===== src/rtl/hazard_scoreboard_if.sv =====
// Decode-side hazard bundle: ID instruction fields, EX/MEM status in,
// PC / pipeline-register controls, forward selects and counters out.
interface hazard_scoreboard_if #(
    parameter int NSTAGE = 3,
    parameter int REG_AW = 5,
    parameter int SW     = $clog2(NSTAGE + 1)
);
    logic                    id_valid_i;
    logic [REG_AW-1:0]       id_rs1_i;
    logic [REG_AW-1:0]       id_rs2_i;
    logic                    id_use_rs1_i;
    logic                    id_use_rs2_i;
    logic [REG_AW-1:0]       id_rd_i;
    logic                    id_we_i;
    logic                    id_is_load_i;
    logic                    ex_redirect_i;
    logic                    dmem_req_i;
    logic                    dmem_ack_i;
    logic                    pc_hold_o;
    logic [2*(NSTAGE+1)-1:0] pipe_ctrl_o;
    logic [SW-1:0]           fwd_rs1_o;
    logic [SW-1:0]           fwd_rs2_o;
    logic [31:0]             stall_cnt_o;
    logic [31:0]             flush_cnt_o;
    logic                    timeout_o;

    modport master (
        output id_valid_i, id_rs1_i, id_rs2_i, id_use_rs1_i, id_use_rs2_i,
        output id_rd_i, id_we_i, id_is_load_i, ex_redirect_i,
        output dmem_req_i, dmem_ack_i,
        input  pc_hold_o, pipe_ctrl_o, fwd_rs1_o, fwd_rs2_o,
        input  stall_cnt_o, flush_cnt_o, timeout_o
    );

    modport slave (
        input  id_valid_i, id_rs1_i, id_rs2_i, id_use_rs1_i, id_use_rs2_i,
        input  id_rd_i, id_we_i, id_is_load_i, ex_redirect_i,
        input  dmem_req_i, dmem_ack_i,
        output pc_hold_o, pipe_ctrl_o, fwd_rs1_o, fwd_rs2_o,
        output stall_cnt_o, flush_cnt_o, timeout_o
    );
endinterface


===== src/rtl/hazard_scoreboard.sv =====
// Scoreboard-based hazard controller: tracks in-flight writers per stage
// and derives stall/flush/freeze controls, forward selects and counters.
module hazard_scoreboard #(
    parameter int NSTAGE   = 3,
    parameter int REG_AW   = 5,
    parameter int FWD_EN   = 1,
    parameter int LOAD_LAT = 1,
    parameter int MAX_WAIT = 15,
    parameter int SW       = $clog2(NSTAGE + 1)
) (
    input  logic              clk_i,
    input  logic              rst_i,
    hazard_scoreboard_if.slave bus
);
    localparam int WW = $clog2(MAX_WAIT + 1);
    localparam int CW = 2 * (NSTAGE + 1);

    logic [NSTAGE:1]   wr_q, wr_d;
    logic [NSTAGE:1]   ld_q, ld_d;
    logic [REG_AW-1:0] rd_q [NSTAGE:1];
    logic [REG_AW-1:0] rd_d [NSTAGE:1];
    logic [31:0]       stall_q, stall_d;
    logic [31:0]       flush_q, flush_d;
    logic [WW-1:0]     wait_q, wait_d;
    logic              timeout_q, timeout_d;

    logic [SW-1:0] win1, win2;
    logic          hit1, hit2;
    logic          young1, young2;
    logic          haz1, haz2;
    logic          hazard_ld, freeze, insert;
    logic          pc_hold;
    logic [CW-1:0] ctrl;

    // Scan oldest to youngest so the youngest matching slot is left standing.
    always_comb begin
        win1   = '0;
        win2   = '0;
        hit1   = 1'b0;
        hit2   = 1'b0;
        young1 = 1'b0;
        young2 = 1'b0;
        for (int s = NSTAGE; s >= 1; s--) begin
            if (bus.id_use_rs1_i && wr_q[s] && rd_q[s] == bus.id_rs1_i) begin
                hit1   = 1'b1;
                win1   = SW'(s);
                young1 = ld_q[s] && (s <= LOAD_LAT);
            end
            if (bus.id_use_rs2_i && wr_q[s] && rd_q[s] == bus.id_rs2_i) begin
                hit2   = 1'b1;
                win2   = SW'(s);
                young2 = ld_q[s] && (s <= LOAD_LAT);
            end
        end
    end

    assign haz1      = (FWD_EN != 0) ? (hit1 && young1) : hit1;
    assign haz2      = (FWD_EN != 0) ? (hit2 && young2) : hit2;
    assign hazard_ld = bus.id_valid_i && (haz1 || haz2);
    assign freeze    = bus.dmem_req_i && !bus.dmem_ack_i;
    assign insert    = bus.id_valid_i && !bus.ex_redirect_i && !hazard_ld;

    always_comb begin
        pc_hold = 1'b0;
        ctrl    = '0;
        if (rst_i) begin
            ctrl = {CW{1'b1}};
        end else if (freeze) begin
            pc_hold = 1'b1;
            ctrl    = {(NSTAGE + 1){2'b01}};
        end else if (bus.ex_redirect_i) begin
            ctrl[3:0] = 4'b1111;
        end else if (hazard_ld) begin
            pc_hold   = 1'b1;
            ctrl[3:0] = 4'b1101;
        end
    end

    always_comb begin
        wr_d      = wr_q;
        ld_d      = ld_q;
        rd_d      = rd_q;
        stall_d   = stall_q;
        flush_d   = flush_q;
        wait_d    = '0;
        timeout_d = timeout_q;
        if (freeze) begin
            wait_d = (wait_q == WW'(MAX_WAIT)) ? wait_q : wait_q + 1'b1;
        end else begin
            for (int s = NSTAGE; s >= 2; s--) begin
                wr_d[s] = wr_q[s-1];
                ld_d[s] = ld_q[s-1];
                rd_d[s] = rd_q[s-1];
            end
            wr_d[1] = insert && bus.id_we_i && (bus.id_rd_i != '0);
            ld_d[1] = insert && bus.id_is_load_i;
            rd_d[1] = bus.id_rd_i;
            if (bus.ex_redirect_i) begin
                flush_d = flush_q + 32'd1;
            end else if (hazard_ld) begin
                stall_d = stall_q + 32'd1;
            end
        end
        if (wait_d == WW'(MAX_WAIT)) begin
            timeout_d = 1'b1;
        end
    end

    always_ff @(posedge clk_i) begin
        if (rst_i) begin
            wr_q      <= '0;
            ld_q      <= '0;
            for (int s = 1; s <= NSTAGE; s++) begin
                rd_q[s] <= '0;
            end
            stall_q   <= '0;
            flush_q   <= '0;
            wait_q    <= '0;
            timeout_q <= 1'b0;
        end else begin
            wr_q      <= wr_d;
            ld_q      <= ld_d;
            rd_q      <= rd_d;
            stall_q   <= stall_d;
            flush_q   <= flush_d;
            wait_q    <= wait_d;
            timeout_q <= timeout_d;
        end
    end

    assign bus.pc_hold_o   = pc_hold;
    assign bus.pipe_ctrl_o = ctrl;
    assign bus.fwd_rs1_o   = (!rst_i && FWD_EN != 0 && hit1 && !young1) ? win1 : '0;
    assign bus.fwd_rs2_o   = (!rst_i && FWD_EN != 0 && hit2 && !young2) ? win2 : '0;
    assign bus.stall_cnt_o = stall_q;
    assign bus.flush_cnt_o = flush_q;
    assign bus.timeout_o   = timeout_q;
endmodule


===== src/flat_wrapper.sv =====
// flat-port wrapper written by rule: the top's interface ports become plain ports
module hazard_scoreboard_flat 
#(
    parameter int NSTAGE   = 3,
    parameter int REG_AW   = 5,
    parameter int FWD_EN   = 1,
    parameter int LOAD_LAT = 1,
    parameter int MAX_WAIT = 15,
    parameter int SW       = $clog2(NSTAGE + 1)
)
  (clk_i, rst_i, bus_id_valid_i, bus_id_rs1_i, bus_id_rs2_i, bus_id_use_rs1_i, bus_id_use_rs2_i, bus_id_rd_i, bus_id_we_i, bus_id_is_load_i, bus_ex_redirect_i, bus_dmem_req_i, bus_dmem_ack_i, bus_pc_hold_o, bus_pipe_ctrl_o, bus_fwd_rs1_o, bus_fwd_rs2_o, bus_stall_cnt_o, bus_flush_cnt_o, bus_timeout_o);
  hazard_scoreboard_if #(.NSTAGE(NSTAGE), .REG_AW(REG_AW), .SW(SW)) bus_i ();
  input  logic clk_i;
  input  logic rst_i;
  input wire logic [$bits(bus_i.id_valid_i)-1:0] bus_id_valid_i;
  input wire logic [$bits(bus_i.id_rs1_i)-1:0] bus_id_rs1_i;
  input wire logic [$bits(bus_i.id_rs2_i)-1:0] bus_id_rs2_i;
  input wire logic [$bits(bus_i.id_use_rs1_i)-1:0] bus_id_use_rs1_i;
  input wire logic [$bits(bus_i.id_use_rs2_i)-1:0] bus_id_use_rs2_i;
  input wire logic [$bits(bus_i.id_rd_i)-1:0] bus_id_rd_i;
  input wire logic [$bits(bus_i.id_we_i)-1:0] bus_id_we_i;
  input wire logic [$bits(bus_i.id_is_load_i)-1:0] bus_id_is_load_i;
  input wire logic [$bits(bus_i.ex_redirect_i)-1:0] bus_ex_redirect_i;
  input wire logic [$bits(bus_i.dmem_req_i)-1:0] bus_dmem_req_i;
  input wire logic [$bits(bus_i.dmem_ack_i)-1:0] bus_dmem_ack_i;
  output wire logic [$bits(bus_i.pc_hold_o)-1:0] bus_pc_hold_o;
  output wire logic [$bits(bus_i.pipe_ctrl_o)-1:0] bus_pipe_ctrl_o;
  output wire logic [$bits(bus_i.fwd_rs1_o)-1:0] bus_fwd_rs1_o;
  output wire logic [$bits(bus_i.fwd_rs2_o)-1:0] bus_fwd_rs2_o;
  output wire logic [$bits(bus_i.stall_cnt_o)-1:0] bus_stall_cnt_o;
  output wire logic [$bits(bus_i.flush_cnt_o)-1:0] bus_flush_cnt_o;
  output wire logic [$bits(bus_i.timeout_o)-1:0] bus_timeout_o;
  assign bus_i.id_valid_i = bus_id_valid_i;
  assign bus_i.id_rs1_i = bus_id_rs1_i;
  assign bus_i.id_rs2_i = bus_id_rs2_i;
  assign bus_i.id_use_rs1_i = bus_id_use_rs1_i;
  assign bus_i.id_use_rs2_i = bus_id_use_rs2_i;
  assign bus_i.id_rd_i = bus_id_rd_i;
  assign bus_i.id_we_i = bus_id_we_i;
  assign bus_i.id_is_load_i = bus_id_is_load_i;
  assign bus_i.ex_redirect_i = bus_ex_redirect_i;
  assign bus_i.dmem_req_i = bus_dmem_req_i;
  assign bus_i.dmem_ack_i = bus_dmem_ack_i;
  assign bus_pc_hold_o = bus_i.pc_hold_o;
  assign bus_pipe_ctrl_o = bus_i.pipe_ctrl_o;
  assign bus_fwd_rs1_o = bus_i.fwd_rs1_o;
  assign bus_fwd_rs2_o = bus_i.fwd_rs2_o;
  assign bus_stall_cnt_o = bus_i.stall_cnt_o;
  assign bus_flush_cnt_o = bus_i.flush_cnt_o;
  assign bus_timeout_o = bus_i.timeout_o;
  hazard_scoreboard #(.NSTAGE(NSTAGE), .REG_AW(REG_AW), .FWD_EN(FWD_EN), .LOAD_LAT(LOAD_LAT), .MAX_WAIT(MAX_WAIT), .SW(SW)) u_core (.clk_i(clk_i), .rst_i(rst_i), .bus(bus_i));
endmodule

===== config.mk =====
export PLATFORM = sky130hd
export DESIGN_NAME = hazard_scoreboard_flat
export DESIGN_NICKNAME = d
export VERILOG_FILES = /design/src/rtl/hazard_scoreboard_if.sv /design/src/rtl/hazard_scoreboard.sv /design/src/flat_wrapper.sv
export SDC_FILE = /design/constraint.sdc
export NUM_CORES = 1
export LEC_CHECK = 0
export CORE_ASPECT_RATIO = 1.4
export CORE_MARGIN = 3
export CORE_UTILIZATION = 45
export CTS_BUF_LIST = sky130_fd_sc_hd__clkbuf_8
export DETAILED_ROUTE_END_ITERATION = 10
export PLACE_DENSITY = 0.81
export SLEW_MARGIN = 10
export SYNTH_ARGS = -nofsm -noshare
export SYNTH_HDL_FRONTEND = slang
export SYNTH_SLANG_ARGS = --single-unit

===== constraint.sdc =====
create_clock -name clk_i -period 7.05 [get_ports clk_i]
set_input_delay 1.7625 -clock clk_i [delete_from_list [all_inputs] [get_ports clk_i]]
set_output_delay 1.7625 -clock clk_i [all_outputs]
set_load 0.05 [all_outputs]

==> results.ini <==
[run_status]
outcome=complete, no violations

[synthesis]
yosys-top-cells-count=88 x dfxtp_1, 70 x nand2_1, 59 x nor2_1, 34 x a21oi_1
ys_seq_area_share_pct=37.79
synth_top_area_cell=dfxtp_1
async_flop_share_pct=0
yosysMostFrequentCell=dfxtp_1
ys_seq_elements=88
synth_top_area_share_pct=37.79
netlist_area_sq_um=4662
syn_nets=596
avgSynthCellArea_sq_um=8.208
ys_types=43
synth_area_leaders=dfxtp_1 38%, mux2_2 6.0%, nand2_1 5.6%, xor2_1 5.6%, xnor2_1 4.9%
synth_enable_flop_cells=0
yosys_warnings=0
dominantRegCellSynth=dfxtp_1
syn_inst=568

[critical_path]
end_kind=output port
crit_path_top_delay_cell=clkdlybuf4s50_1
cp_slowest_stage_delay_ns=0.82
reg2regPathDepth=5
crit_type=in2out
cp_data_required_time_ns=5.29
cp_cell_sequence=clkdlybuf4s50_1 > xor2_1 > nor4_4 > nand2_1 > a21oi_1 > nand2b_1 > clkdlybuf4s50_1
cp-start-kind=input pin
r2r-start=u_core.bus.stall_cnt_o[9]$_SDFFE_PP0P_
arrival_ns=4.61
r2r_end=u_core.bus.stall_cnt_o[26]$_SDFFE_PP0P_
cp_max_fo=13
r2r_slack_ns=4.68
cpMostUsedCell=clkdlybuf4s50_1

[pwr]
p_int_mw=0.7518
power_frac_seq_pct=52.0
pwr-share-comb_pct=9.0
power_frac_clock_pct=39.1
p_sw_mw=0.2308
max-vdd-ir-drop_v=0.0001025
finalPower_mw=0.9826
swShare_pct=23.49
powerDensity_nw_per_um2=164.8
p_leak_nw=2.055

[clock_network]
cts_htree_levels=3
cts_sinks=88
clock_path_buffers=2
cts_setup_buffers=0
cts_resized=0
postCtsHoldBufs=0
cts_tree=done
clock_latency_ns=0.36
clk_pin_slew_worst_paths_ns=0.07
root_buffer=clkbuf_8
cts_buffers=9

[finish]
fillers=891
multi_input_area_sq_um=2711
fin_area_sq_um=5963
seqCellArea_sq_um=1762
instances_no_fill=794
diodes=0
areaGrowthSynthToFinish_pct=27.91
drive_gt1_share_pct=8.346
fin_nets=683

[global_route]
grt_pass1_vias=4164
grt-ovfl-total=0
grt_first_pass_wirelength_um=19100
grt_start_max_net_pins=73
antenna_found_initial=0
grt_usage_pct=19.86

[timing]
max_freq_mhz=156.9
hold_violations=0
hold_ws_ns=0.4965
skew_ns=0.01396
rsz0062_at_grt=no
slew_headroom_pct=44.81
min_period_ns=6.372
slew_viol_final=0
setup_viol=0
setup_tns_ns=0
fin_crit_sh_pct=90.39
tightest_slew_ns=0.8279

[die]
fp.coreArea_sq_um=10010
io_pins=103
die_y_um=126.4
dieWidth_um=92.02
dieArea_sq_um=11630
rows=43
start_util_pct=46.59

[min_path]
hold_end=u_core.bus.timeout_o$_SDFFE_PP0N_
hold_path.class=reg2reg
holdPathStages=2
min-delay-start=u_core.bus.timeout_o$_SDFFE_PP0N_

[routing]
wl_per_cell_um=14.68
vias_per_cell=5.544
routed_wl_um=11650
drc=0
dr.first_iter.drc_count=153
firstDrtPassIters=5
final_antenna_net_count=0
vias=4402

[placement]
place_area_sq_um=5743
dpl.cell_count=779
hpwl_um=8494
io_buffers=102
gp_congestion=0.8933

[job]
maxCapViolCount=0

## state kept, by name (all words and copies together), names as in the netlist
signal	count
u_core.rd_q	15
u_core.ld_q	1
u_core.wr_q	3
u_core.bus.stall_cnt_o	32
u_core.bus.timeout_o	1
u_core.wait_q	4
u_core.bus.flush_cnt_o	32
## power by group through the flow
stage / clock [mW] / sequential (mW) / combinational [mW]
finish: 0.384 / 0.510 / 0.0883
global route: 0.413 / 0.511 / 0.0954
CTS: 0.395 / 0.510 / 0.0883
detailed placement: 0 / 0.522 / 0.0880
global placement: 0 / 0.522 / 0.0845
floorplan: 0 / 0.523 / 0.0523
## layout by cell type (no fill, tap or decap), types with 2 or more instances in the layout
| cell | netlist | final |
|---|---|---|
| nor3_1 | 23 | 23 |
| or2_2 | 2 | 2 |
| or3_1 | 7 | 7 |
| nand3b_1 | 3 | 3 |
| a21oi_1 | 34 | 34 |
| a211oi_1 | 2 | 2 |
| a221oi_1 | 2 | 2 |
| bufinv_16 | 0 | 2 |
| nand4_1 | 19 | 19 |
| xnor2_1 | 26 | 26 |
| o21ai_0 | 16 | 16 |
| nand2b_1 | 5 | 5 |
| or4_1 | 8 | 8 |
| and4_1 | 9 | 9 |
| o31ai_1 | 2 | 2 |
| clkbuf_8 | 0 | 11 |
| mux2_2 | 25 | 25 |
| mux2i_1 | 2 | 2 |
| nor4_1 | 17 | 17 |
| buf_4 | 4 | 6 |
| nand2_1 | 70 | 70 |
| nor2_1 | 59 | 59 |
| nor2b_1 | 30 | 30 |
| nand3_1 | 22 | 22 |
| nor4_2 | 3 | 3 |
| clkdlybuf4s50_1 | 0 | 101 |
| dfxtp_1 | 88 | 88 |
| a211oi_2 | 2 | 2 |
| ha_1 | 3 | 3 |
| xor2_1 | 30 | 30 |
| and3_1 | 6 | 6 |
| inv_1 | 12 | 13 |
## worst max-delay path, delay by kind of cell
family | cells | cell delay (ns)
buffers and inverters | 2 | 1.30
and+or+nand+nor | 3 | 0.95
AOI/OAI and AO/OA | 1 | 0.40
xor gates and xnor gates | 1 | 0.20
## kinds of logic after synthesis
family,synth area share (%)
simple gates,32.18
flops,37.79
compound gates,8.186
xor+xnor,10.52
buf+inv,4.052
mux,6.468
fa+ha+maj,0.8052
## final cells by class
type / instances / area share (%)
sequential: 88 / 29.54
inverter: 12 / 0.7554
multi-input combinational: 437 / 45.47
clock buffer: 11 / 2.539
clock inverter: 4 / 1.154
timing repair buffer: 107 / 17.71
tap: 135 / 2.833
## through the flow
stage | util [%] | worst slack (ns)
6_report | 59.59 | 0.6776
2_1_floorplan | - | 1.516
3_3_place_gp | 57.39 | 0.7814
3_5_place_dp | 57.39 | 0.6869
5_1_grt | 59.59 | 0.5161
4_1_cts | 59.59 | 0.6667
## worst max-delay path by stage
stage                         start                 end  slack, ns  depth (start not counted)
CTS                 bus_id_rs2_i[3]  bus_pipe_ctrl_o[0]       0.67                          7
global placement    bus_id_rs2_i[3]    bus_fwd_rs2_o[0]       0.78                          7
global route        bus_id_rs2_i[3]  bus_pipe_ctrl_o[2]       0.52                          7
detailed placement  bus_id_rs2_i[3]  bus_pipe_ctrl_o[0]       0.69                          7
finish              bus_id_rs2_i[3]  bus_pipe_ctrl_o[0]       0.68                          7
floorplan           bus_id_rs1_i[4]    bus_fwd_rs1_o[0]       1.52                          6
## routing by layer
layer	vias up	wire, um	track usage (%)
li1	2147	-	-
met1	2063	4702	22.36
met2	156	5837	34.55
met3	36	765	5.279
met4	0	349	9.624
met5	-	0	0
No activity file was read; power rests on OpenSTA's default activity.
